**config.mk**
```make
export PLATFORM = sky130hd
export DESIGN_NAME = req_pend_ctrl
export DESIGN_NICKNAME = d
export VERILOG_FILES = /design/src/rtl/req_pend_pkg.sv /design/src/rtl/req_pend_ctrl_sync.sv /design/src/rtl/req_pend_ctrl.sv
export SDC_FILE = /design/constraint.sdc
export NUM_CORES = 1
export LEC_CHECK = 0
export ABC_CLOCK_PERIOD_IN_PS = 950
export CORE_ASPECT_RATIO = 0.8
export CORE_MARGIN = 2
export CORE_UTILIZATION = 27
export DETAILED_ROUTE_END_ITERATION = 7
export DONT_BUFFER_PORTS = 1
export PLACE_DENSITY_LB_ADDON = 0.05
export SLEW_MARGIN = 15
export SYNTH_ARGS = -nofsm -noshare
export SYNTH_HDL_FRONTEND = slang
export SYNTH_HIERARCHICAL = 1
export SYNTH_SLANG_ARGS = --single-unit
```
**constraint.sdc**
```tcl
create_clock -name clk_i -period 0.95 [get_ports clk_i]
set_input_delay 0.285 -clock clk_i [delete_from_list [all_inputs] [get_ports clk_i]]
set_output_delay 0.285 -clock clk_i [all_outputs]
set_load 0.01 [all_outputs]
```
**src/rtl/req_pend_pkg.sv**
```systemverilog
// Shared types and the priority helper for the request-capture stage.
// Bit 3 has the highest priority, matching the downstream 4-bit encoder.
package req_pend_pkg;

    localparam int unsigned N_REQ = 4;
    localparam int unsigned IDX_W = 2;

    typedef logic [N_REQ-1:0] req_vec_t;
    typedef logic [IDX_W-1:0] idx_t;

    function automatic idx_t prio_idx(input req_vec_t vec);
        idx_t idx;
        casez (vec)
            4'b1???: idx = 2'd3;
            4'b01??: idx = 2'd2;
            4'b001?: idx = 2'd1;
            default: idx = 2'd0;
        endcase
        return idx;
    endfunction

endpackage

```
**src/rtl/req_pend_ctrl_sync.sv**
```systemverilog
// Multi-stage flop synchronizer with asynchronous active-high reset.
// SYNC = 0 is a plain wire for inputs that are already clock-synchronous.
module req_sync #(
    parameter int unsigned WIDTH = 4,
    parameter int unsigned SYNC  = 2
) (
    input  logic             clk_i,
    input  logic             rst_i,
    input  logic [WIDTH-1:0] d_i,
    output logic [WIDTH-1:0] q_o
);

    if (SYNC == 0) begin : g_bypass
        logic unused_clk_rst;
        assign unused_clk_rst = clk_i ^ rst_i;
        assign q_o = d_i;
    end else begin : g_sync
        logic [WIDTH-1:0] stage_q [SYNC];

        always_ff @(posedge clk_i or posedge rst_i) begin
            if (rst_i) begin
                for (int i = 0; i < SYNC; i++) stage_q[i] <= '0;
            end else begin
                stage_q[0] <= d_i;
                for (int i = 1; i < SYNC; i++) stage_q[i] <= stage_q[i-1];
            end
        end

        assign q_o = stage_q[SYNC-1];
    end

endmodule

```
**src/rtl/req_pend_ctrl.sv**
```systemverilog
// Request capture: sticky pending bits, masked select for the encoder and
// a valid/ready offer of the highest-priority pending index.
module req_pend_ctrl
    import req_pend_pkg::*;
#(
    parameter bit          EDGE = 1'b1,
    parameter int unsigned SYNC = 2
) (
    input  logic             clk_i,
    input  logic             rst_i,
    input  logic [N_REQ-1:0] req_i,
    input  logic [N_REQ-1:0] mask_i,
    output logic [N_REQ-1:0] sel_o,
    output logic             out_valid_o,
    output logic [IDX_W-1:0] out_idx_o,
    input  logic             out_ready_i,
    output logic [N_REQ-1:0] ovf_o,
    input  logic             ovf_clr_i
);

    req_vec_t req_s, req_d_q;
    req_vec_t pend_q, pend_d;
    req_vec_t ovf_q, ovf_d;
    req_vec_t evt, clr, cand;
    logic     out_valid_q, out_valid_d, acc;
    idx_t     out_idx_q, out_idx_d;

    req_sync #(
        .WIDTH(N_REQ),
        .SYNC (SYNC)
    ) u_req_sync (
        .clk_i(clk_i),
        .rst_i(rst_i),
        .d_i  (req_i),
        .q_o  (req_s)
    );

    always_comb begin
        evt = EDGE ? (req_s & ~req_d_q) : req_s;
        acc = out_valid_q & out_ready_i;
        clr = '0;
        if (acc) clr[out_idx_q] = 1'b1;

        // New events win over the clear of the accepted bit so none are lost.
        pend_d = (pend_q & ~clr) | evt;
        ovf_d  = (ovf_clr_i ? '0 : ovf_q) | (evt & pend_q & ~clr);

        cand        = pend_q & mask_i & ~clr;
        out_valid_d = out_valid_q;
        out_idx_d   = out_idx_q;
        // A stalled offer is held even if priorities or mask change meanwhile.
        if (!out_valid_q || acc) begin
            out_valid_d = |cand;
            out_idx_d   = prio_idx(cand);
        end
    end

    always_ff @(posedge clk_i or posedge rst_i) begin
        if (rst_i) begin
            req_d_q     <= '0;
            pend_q      <= '0;
            ovf_q       <= '0;
            out_valid_q <= 1'b0;
            out_idx_q   <= '0;
        end else begin
            req_d_q     <= req_s;
            pend_q      <= pend_d;
            ovf_q       <= ovf_d;
            out_valid_q <= out_valid_d;
            out_idx_q   <= out_idx_d;
        end
    end

    assign sel_o       = pend_q & mask_i;
    assign out_valid_o = out_valid_q;
    assign out_idx_o   = out_idx_q;
    assign ovf_o       = ovf_q;

endmodule
```
==> results.tsv, run 1 <==
stage	metric	value	unit
run_status	run status	finished with violations	
run_status	violations in the final reports	setup timing	
drt	Pre-antenna DRT Iters	2	
worst_setup_path	worst path required time	0.66	ns
power_and_ir_drop	Seq pwr share	0.413	
clock_network	total clock sinks	23	
drt	routed length per placed instance	12.7	um
worst_setup_path	critical path launch point type	flop	
logic_synthesis	EDFF count, synth	0	
power_and_ir_drop	Switching Power	1110	uW
floorplanning	core region area	3040	um2
power_and_ir_drop	proportion of power drawn by combinational gates	0.416	
logic_synthesis	area share of and/or/nand/nor cells after synthesis	0.163	
logic_synthesis	mean instance size in the synthesized netlist	12.0	um2
worst_setup_path	Worst R2R Setup Slack	-0.19	ns
placement	Post-DP Area	937	um2
placement	GP Congestion	0.779	
logic_synthesis	post-synthesis share of cell area spent on full adders, half adders and majority gates	0	
drt	drt initial violations	16	
global_route	via count of the first global-routing pass	535	
final_layout	final instance area	1170	um2
floorplanning	Site Rows	18	
clock_network	CTS H-Tree Depth	1	
final_layout	Layout area overhead	37.7	%
timing	smallest hold slack	0.0489	ns
final_layout	layout cells sized above 1	0.451	
drt	routed vias/inst	4.26	
floorplanning	die area	3630	um2
global_route	number of antenna violations at the first check in global routing	0	
worst_setup_path	critical path class	flop to primary output	
worst_setup_path	kind of capture point of the worst setup path	primary output	
logic_synthesis	largest family of logic cells by synthesized area	simple AND/OR/NAND/NOR gates	
logic_synthesis	number of warning messages in the yosys log	6	
drt	post-detailed-routing wire length	1660	um
power_and_ir_drop	PwrDens	2910	nW/um2
final_layout	most common cell after layout, fill and taps aside	dfrtp_1	
logic_synthesis	summed instance area of the synthesized netlist	853	um2
worst_setup_path	arrival time worst endpoint	0.90	ns
placement	count of buffers from port buffering	0	
logic_synthesis	fraction of the mapped netlist area in compound gates	0.0968	
logic_synthesis	number of library cell types mapped by synthesis	19	
clock_network	cell at the root of the clock tree	clkbuf_8	
clock_network	Max Buffers Root-to-Sink	2	
worst_setup_path	FF-to-FF path depth	4	
power_and_ir_drop	relative contribution of the clock network to total power	0.171	
floorplanning	ports placed on the boundary	23	
drt	Vias	558	
final_layout	most frequent cells in the layout	dfrtp_1, buf_6, buf_4	
final_layout	Final Non-Filler Cells	131	
logic_synthesis	sequential area share after synthesis	0.674	
placement	hpwl dp	1170	um
logic_synthesis	synthesized instance count	71	
flow_run	total of max-cap violations	0	
worst_setup_path	Crit Path Max Fanout	2	
worst_setup_path	worst reg2reg path endpoint	out_idx_o[0]$_DFFE_PP0P_	
logic_synthesis	Primary FF master, synth	dfrtp_1	
hold_path	cell depth of the worst hold path	0	
timing	remaining max-slew budget at the tightest pin	0.805	
power_and_ir_drop	net switching fraction of the power	0.325	
logic_synthesis	Synth async-reset ratio	1.00	
drt	number of nets with antenna violations after detailed routing	0	
drt	remaining design rule violation count	0	
timing	number of failing setup endpoints in the final timing report	22	
clock_network	CTS tree	built	
global_route	gr ovfl total	0	
global_route	pin count of the biggest net entering global routing	16	
floorplanning	die extent in x	66.9	um
power_and_ir_drop	Leakage	0.000536	uW
power_and_ir_drop	cell internal power dissipation	2310	uW
power_and_ir_drop	maximum vdd ir drop	0.786	mV
clock_network	clock edge transition at the registers on the reported setup and hold paths	0.08	ns
logic_synthesis	syn_nets	83	
hold_path	Endpoint, Worst Hold	u_req_sync/g_sync.stage_q[4]$_DFF_PP0_	
global_route	wire length of the first global-routing pass	2640	um
timing	setup repair after global routing missed its margin	true	
floorplanning	initial cell density of the core	0.281	
timing	slew at the pin closest to its max-slew limit	0.291	ns
timing	Worst Slack Setup Final	-0.233	ns
timing	Fin Clk Skew	0.00209	ns
timing	number of hold violations in the final report	0	
timing	final critical-path required period	1.18	ns
worst_setup_path	launching point of the worst reg2reg path	out_idx_o[0]$_DFFE_PP0P_	
timing	part of the cycle the worst path needs	1.25	
logic_synthesis	post-synthesis mux area share	0	
logic_synthesis	Synth Area in XOR/XNOR	0	
placement	dpl cells	115	
hold_path	critical hold path startpoint	req_i[0]	
logic_synthesis	number of register bits inferred by synthesis	23	
final_layout	count of fill cells added during filler insertion	322	
hold_path	worst hold path class	primary input to flop	
timing	final slew viol count	0	
final_layout	post-layout net count	104	
clock_network	insertion delay to the later sink of the worst-skew pair	0.26	ns
timing	highest clock rate	0.845	GHz
clock_network	clock buffers created by TritonCTS	3	
global_route	GRT Total Usage	0.104	
floorplanning	overall die height	54.3	um
final_layout	number of inserted diodes	0	
[cells in the mapped netlist (2+ instances only)]
cell      number  area [um2]
o31ai_1        2        15.0
nand2b_1       5        31.3
o22ai_1        4        25.0
dfrtp_1       23         576
nor2_1         2        7.51
and2_1         2        12.5
inv_1          7        26.3
buf_4          4        30.0
nand4b_1       2        17.5
nand2_1       11        41.3
[flip-flops by register name, summed over array words and instances (netlist names)]
| name | count |
|---|---|
| out_idx_o | 2 |
| out_valid_o | 1 |
| ovf_o | 4 |
| pend_q | 4 |
| req_d_q | 4 |
| u_req_sync/g_sync.stage_q | 4 |
| u_req_sync/q_o | 4 |
[layer usage]
| layer | wire, um | vias to the layer above | GRT usage | share of wire |
|---|---|---|---|---|
| li1 | - | 274 | - | - |
| met1 | 804 | 266 | 0.149 | 0.48 |
| met2 | 716 | 16 | 0.140 | 0.43 |
| met3 | 122 | 2 | 0.0288 | 0.073 |
| met4 | 17 | 0 | 0.0612 | 0.010 |
| met5 | 0 | - | 0 | 0 |
[cell type report]
cell class	instances	area, um2	share of cell area
Tap cell	40	50.0	0.0426
Multi-Input combinational cell	37	284	0.242
Timing Repair Buffer	20	190	0.162
Clock buffer	4	45.0	0.0383
Inverter	7	26.3	0.0224
Sequential cell	23	579	0.493
[cell families (layout without fill, tap and decap cells)]
| logic type | Yosys count | count (layout) |
|---|---|---|
| AND/OR/NAND/NOR | 26 | 26 |
| flip-flops | 23 | 23 |
| AO/OA/AOI/OAI | 11 | 11 |
| buffers and inverters | 11 | 31 |
[critical path, cell delays in order (launching register included)]
cell and delay [ns]:
dfrtp_2 0.42, buf_6 0.12, buf_6 0.11
[timing repair]
action	CTS	global route
pin swaps	12	9
setup buffers	8	3
cloned	0	0
setup endpoints to repair	22	22
gates resized for setup	19	10
endpoints found under the hold margin	23	0
hold buffers	1	0
[power by group through the flow]
stage	logic, uW	registers [uW]	clock network (uW)
finish	1420	1410	586
floorplan	462	1420	0
detailed placement	738	1450	0
global route	1560	1440	658
CTS	1210	1410	615
global placement	744	1450	0
[per-stage QoR]
step                 util  TNS, ns  power, uW  setup slack, ns
floorplan               -  -0.0575       1880          -0.0202
global placement    0.308   -0.659       2190           -0.111
detailed placement  0.308   -0.687       2190           -0.108
CTS                 0.364    -2.51       3230           -0.236
global route        0.386    -3.34       3660           -0.279
finish              0.386    -2.40       3420           -0.233
[worst max path at each step]
stage,startpoint,cells past startpoint,endpoint,slack (ns)
after floorplan,out_idx_o[1]$_DFFE_PP0P_,3,out_valid_o$_DFFE_PP0P_,-0.02
after global placement,out_idx_o[1]$_DFFE_PP0P_,3,out_valid_o$_DFFE_PP0P_,-0.11
after detailed placement,out_idx_o[1]$_DFFE_PP0P_,3,out_valid_o$_DFFE_PP0P_,-0.11
after CTS,pend_q[3]$_DFF_PP0_,2,sel_o[3],-0.24
after global routing,pend_q[3]$_DFF_PP0_,2,sel_o[3],-0.28
final,out_valid_o$_DFFE_PP0P_,2,out_valid_o,-0.23
Note: power is estimated with default switching activity, not from simulation.
==> inputs of run 2 (changes only) <==
--- a/config.mk
+++ b/config.mk
@@ -6,14 +6,13 @@
 export NUM_CORES = 1
 export LEC_CHECK = 0
 export ABC_CLOCK_PERIOD_IN_PS = 950
-export CORE_ASPECT_RATIO = 0.8
 export CORE_MARGIN = 2
 export CORE_UTILIZATION = 27
 export DETAILED_ROUTE_END_ITERATION = 7
 export DONT_BUFFER_PORTS = 1
+export HOLD_SLACK_MARGIN = 0.06
 export PLACE_DENSITY_LB_ADDON = 0.05
 export SLEW_MARGIN = 15
 export SYNTH_ARGS = -nofsm -noshare
 export SYNTH_HDL_FRONTEND = slang
-export SYNTH_HIERARCHICAL = 1
 export SYNTH_SLANG_ARGS = --single-unit
==> run 2 against run 1 <==
The run still ends with setup timing left. Critical path type unchanged. Area after synthesis is 4.1% lower. Critical path depth stayed put. Sequential power hardly changed. Combinational power is 4% higher.
==> results.tsv, run 2 <==
stage	metric	value	unit
power_and_ir_drop	Seq pwr share	0.419	
drt	number of nets with antenna violations after detailed routing	0	
floorplanning	Site Rows	19	
worst_setup_path	critical path launch point type	flop	
logic_synthesis	Synth async-reset ratio	1.00	
power_and_ir_drop	cell internal power dissipation	2170	uW
timing	Fin Clk Skew	0.00664	ns
logic_synthesis	EDFF count, synth	0	
logic_synthesis	summed instance area of the synthesized netlist	818	um2
placement	count of buffers from port buffering	0	
logic_synthesis	mean instance size in the synthesized netlist	12.4	um2
floorplanning	die area	3490	um2
final_layout	post-route core utilization	0.429	
timing	slew at the pin closest to its max-slew limit	0.296	ns
drt	remaining design rule violation count	0	
final_layout	footprint of the multi-input gates	304	um2
power_and_ir_drop	maximum vdd ir drop	0.964	mV
drt	post-detailed-routing wire length	1710	um
power_and_ir_drop	Switching Power	1140	uW
flow_run	total of max-cap violations	0	
final_layout	post-layout net count	108	
logic_synthesis	area share of the leading cell type in the synthesized netlist	0.703	
clock_network	clock edge transition at the registers on the reported setup and hold paths	0.13	ns
placement	hpwl dp	1150	um
final_layout	count of fill cells added during filler insertion	271	
drt	routed length per placed instance	13.6	um
power_and_ir_drop	total chip power	3310	uW
timing	setup repair after global routing missed its margin	true	
power_and_ir_drop	Leakage	0.000553	uW
logic_synthesis	synth top area cells	dfrtp_1, nand2_1, nand2b_1, o22ai_1, inv_1	
logic_synthesis	library cell with the largest summed area after synthesis	dfrtp_1	
global_route	GRT Total Usage	0.114	
logic_synthesis	number of warning messages in the yosys log	0	
final_layout	most frequent cells in the layout	dfrtp_1, buf_6, buf_4	
logic_synthesis	synthesized instance count	66	
clock_network	Max Buffers Root-to-Sink	2	
floorplanning	ports placed on the boundary	23	
clock_network	CTS H-Tree Depth	1	
timing	final critical-path required period	1.25	ns
global_route	via count of the first global-routing pass	587	
clock_network	clock buffers created by TritonCTS	3	
hold_path	worst hold path class	primary input to flop	
clock_network	cell at the root of the clock tree	clkbuf_4	
power_and_ir_drop	proportion of power drawn by combinational gates	0.446	
global_route	pin count of the biggest net entering global routing	24	
global_route	wire length of the first global-routing pass	2880	um
run_status	run status	finished with violations	
logic_synthesis	syn_nets	78	
final_layout	Layout area overhead	48.5	%
timing	remaining max-slew budget at the tightest pin	0.802	
logic_synthesis	most instantiated library cell after synthesis	dfrtp_1	
placement	GP Congestion	0.801	
timing	part of the cycle the worst path needs	1.32	
clock_network	CTS tree	built	
floorplanning	overall die height	59.1	um
global_route	gr ovfl total	0	
logic_synthesis	number of register bits inferred by synthesis	23	
timing	number of failing setup endpoints in the final timing report	22	
timing	number of hold violations in the final report	0	
logic_synthesis	commonest cells in the netlist	dfrtp_1, nand2_1, inv_1	
power_and_ir_drop	net switching fraction of the power	0.345	
drt	Vias	584	
floorplanning	initial cell density of the core	0.289	
power_and_ir_drop	relative contribution of the clock network to total power	0.135	
final_layout	number of inserted diodes	0	
timing	final sum of negative setup slack	-3.55	ns
logic_synthesis	Primary FF master, synth	dfrtp_1	
power_and_ir_drop	PwrDens	2720	nW/um2
timing	Worst Slack Setup Final	-0.300	ns
logic_synthesis	sequential area share after synthesis	0.703	
worst_setup_path	worst path required time	0.66	ns
worst_setup_path	arrival time worst endpoint	0.97	ns
final_layout	most common cell after layout, fill and taps aside	dfrtp_1	
floorplanning	core region area	2830	um2
final_layout	layout cells sized above 1	0.463	
logic_synthesis	number of library cell types mapped by synthesis	17	
drt	routed vias/inst	4.63	
clock_network	total clock sinks	23	
run_status	violations in the final reports	setup timing	
clock_network	insertion delay to the later sink of the worst-skew pair	0.31	ns
drt	drt initial violations	19	
worst_setup_path	critical path class	flop to primary output	
final_layout	sequential cell area	579	um2
worst_setup_path	Crit Path Max Fanout	2	
floorplanning	die extent in x	59.1	um
drt	Pre-antenna DRT Iters	4	
timing	highest clock rate	0.800	GHz
global_route	number of antenna violations at the first check in global routing	0	
worst_setup_path	kind of capture point of the worst setup path	primary output	
timing	final slew viol count	0	
placement	Place WS	-0.125	ns
-- run 2: power by group through the flow --
| stage | Clock (uW) | Sequential [uW] | Combinational, uW |
|---|---|---|---|
| floorplan | 0 | 1420 | 447 |
| global placement | 0 | 1450 | 715 |
| detailed placement | 0 | 1460 | 712 |
| CTS | 481 | 1400 | 1250 |
| global route | 514 | 1420 | 1610 |
| finish | 447 | 1390 | 1480 |
-- run 2: final timing paths --
check                                                        from                          end  slack [ns]  cells past startpoint
max                                       out_valid_o$_DFFE_PP0P_                  out_valid_o       -0.30                      2
min                                                   out_ready_i          pend_q[3]$_DFF_PP0_        0.17                      3
max reg2reg                               out_valid_o$_DFFE_PP0P_     out_idx_o[0]$_DFFE_PP0P_       -0.26                      5
min reg2reg                u_req_sync.g_sync.stage_q[5]$_DFF_PP0_  u_req_sync.q_o[1]$_DFF_PP0_        0.36                      0
max in group asynchronous                                   rst_i     out_idx_o[0]$_DFFE_PP0P_        0.26                      3
min in group asynchronous                                   rst_i         req_d_q[0]$_DFF_PP0_        0.44                      3
-- run 2: layout make-up --
class | count | area share
clock buffer | 3 | 0.0185
timing repair buffer | 25 | 0.200
tap | 31 | 0.0319
clock inverter | 1 | 0.00412
multi-input combinational | 37 | 0.250
inverter | 6 | 0.0185
sequential | 23 | 0.477
-- run 2: through the flow --
step / hold WS [ns] / area (um2) / cells
global route: 0.168 / 1210 / 126
floorplan: 0.287 / 822 / 66
detailed placement: 0.241 / 913 / 104
global placement: 0.236 / 913 / 104
finish: 0.173 / 1210 / 126
CTS: 0.0640 / 1140 / 122
-- run 2: critical path, stage by stage, from the launching register on --
cell	delay [ns]
dfrtp_2	0.43
buf_6	0.12
buf_6	0.11
-- run 2: cell families after synthesis --
| family | count (synthesis) | share of synthesized area |
|---|---|---|
| buffers and inverters | 6 | 0.0275 |
| AO/OA/AOI/OAI | 11 | 0.101 |
| flip-flops | 23 | 0.703 |
| AND/OR/NAND/NOR | 26 | 0.168 |
-- run 2: metal layers --
metal  vias up  track usage  share of wire  routed length, um
li1        277            -              -                  -
met1       289        0.135           0.42                716
met2        16        0.192           0.52                885
met3         2       0.0328          0.054                 93
met4         0       0.0487         0.0088                 15
met5         -            0              0                  0
-- run 2: timing repair --
action,in CTS,in global routing
hold buffers,6,1
cloned,0,0
pin swaps,9,11
setup buffers,8,3
resized for setup,22,10
setup endpoints to repair,21,22
endpoints found under the hold margin,30,1
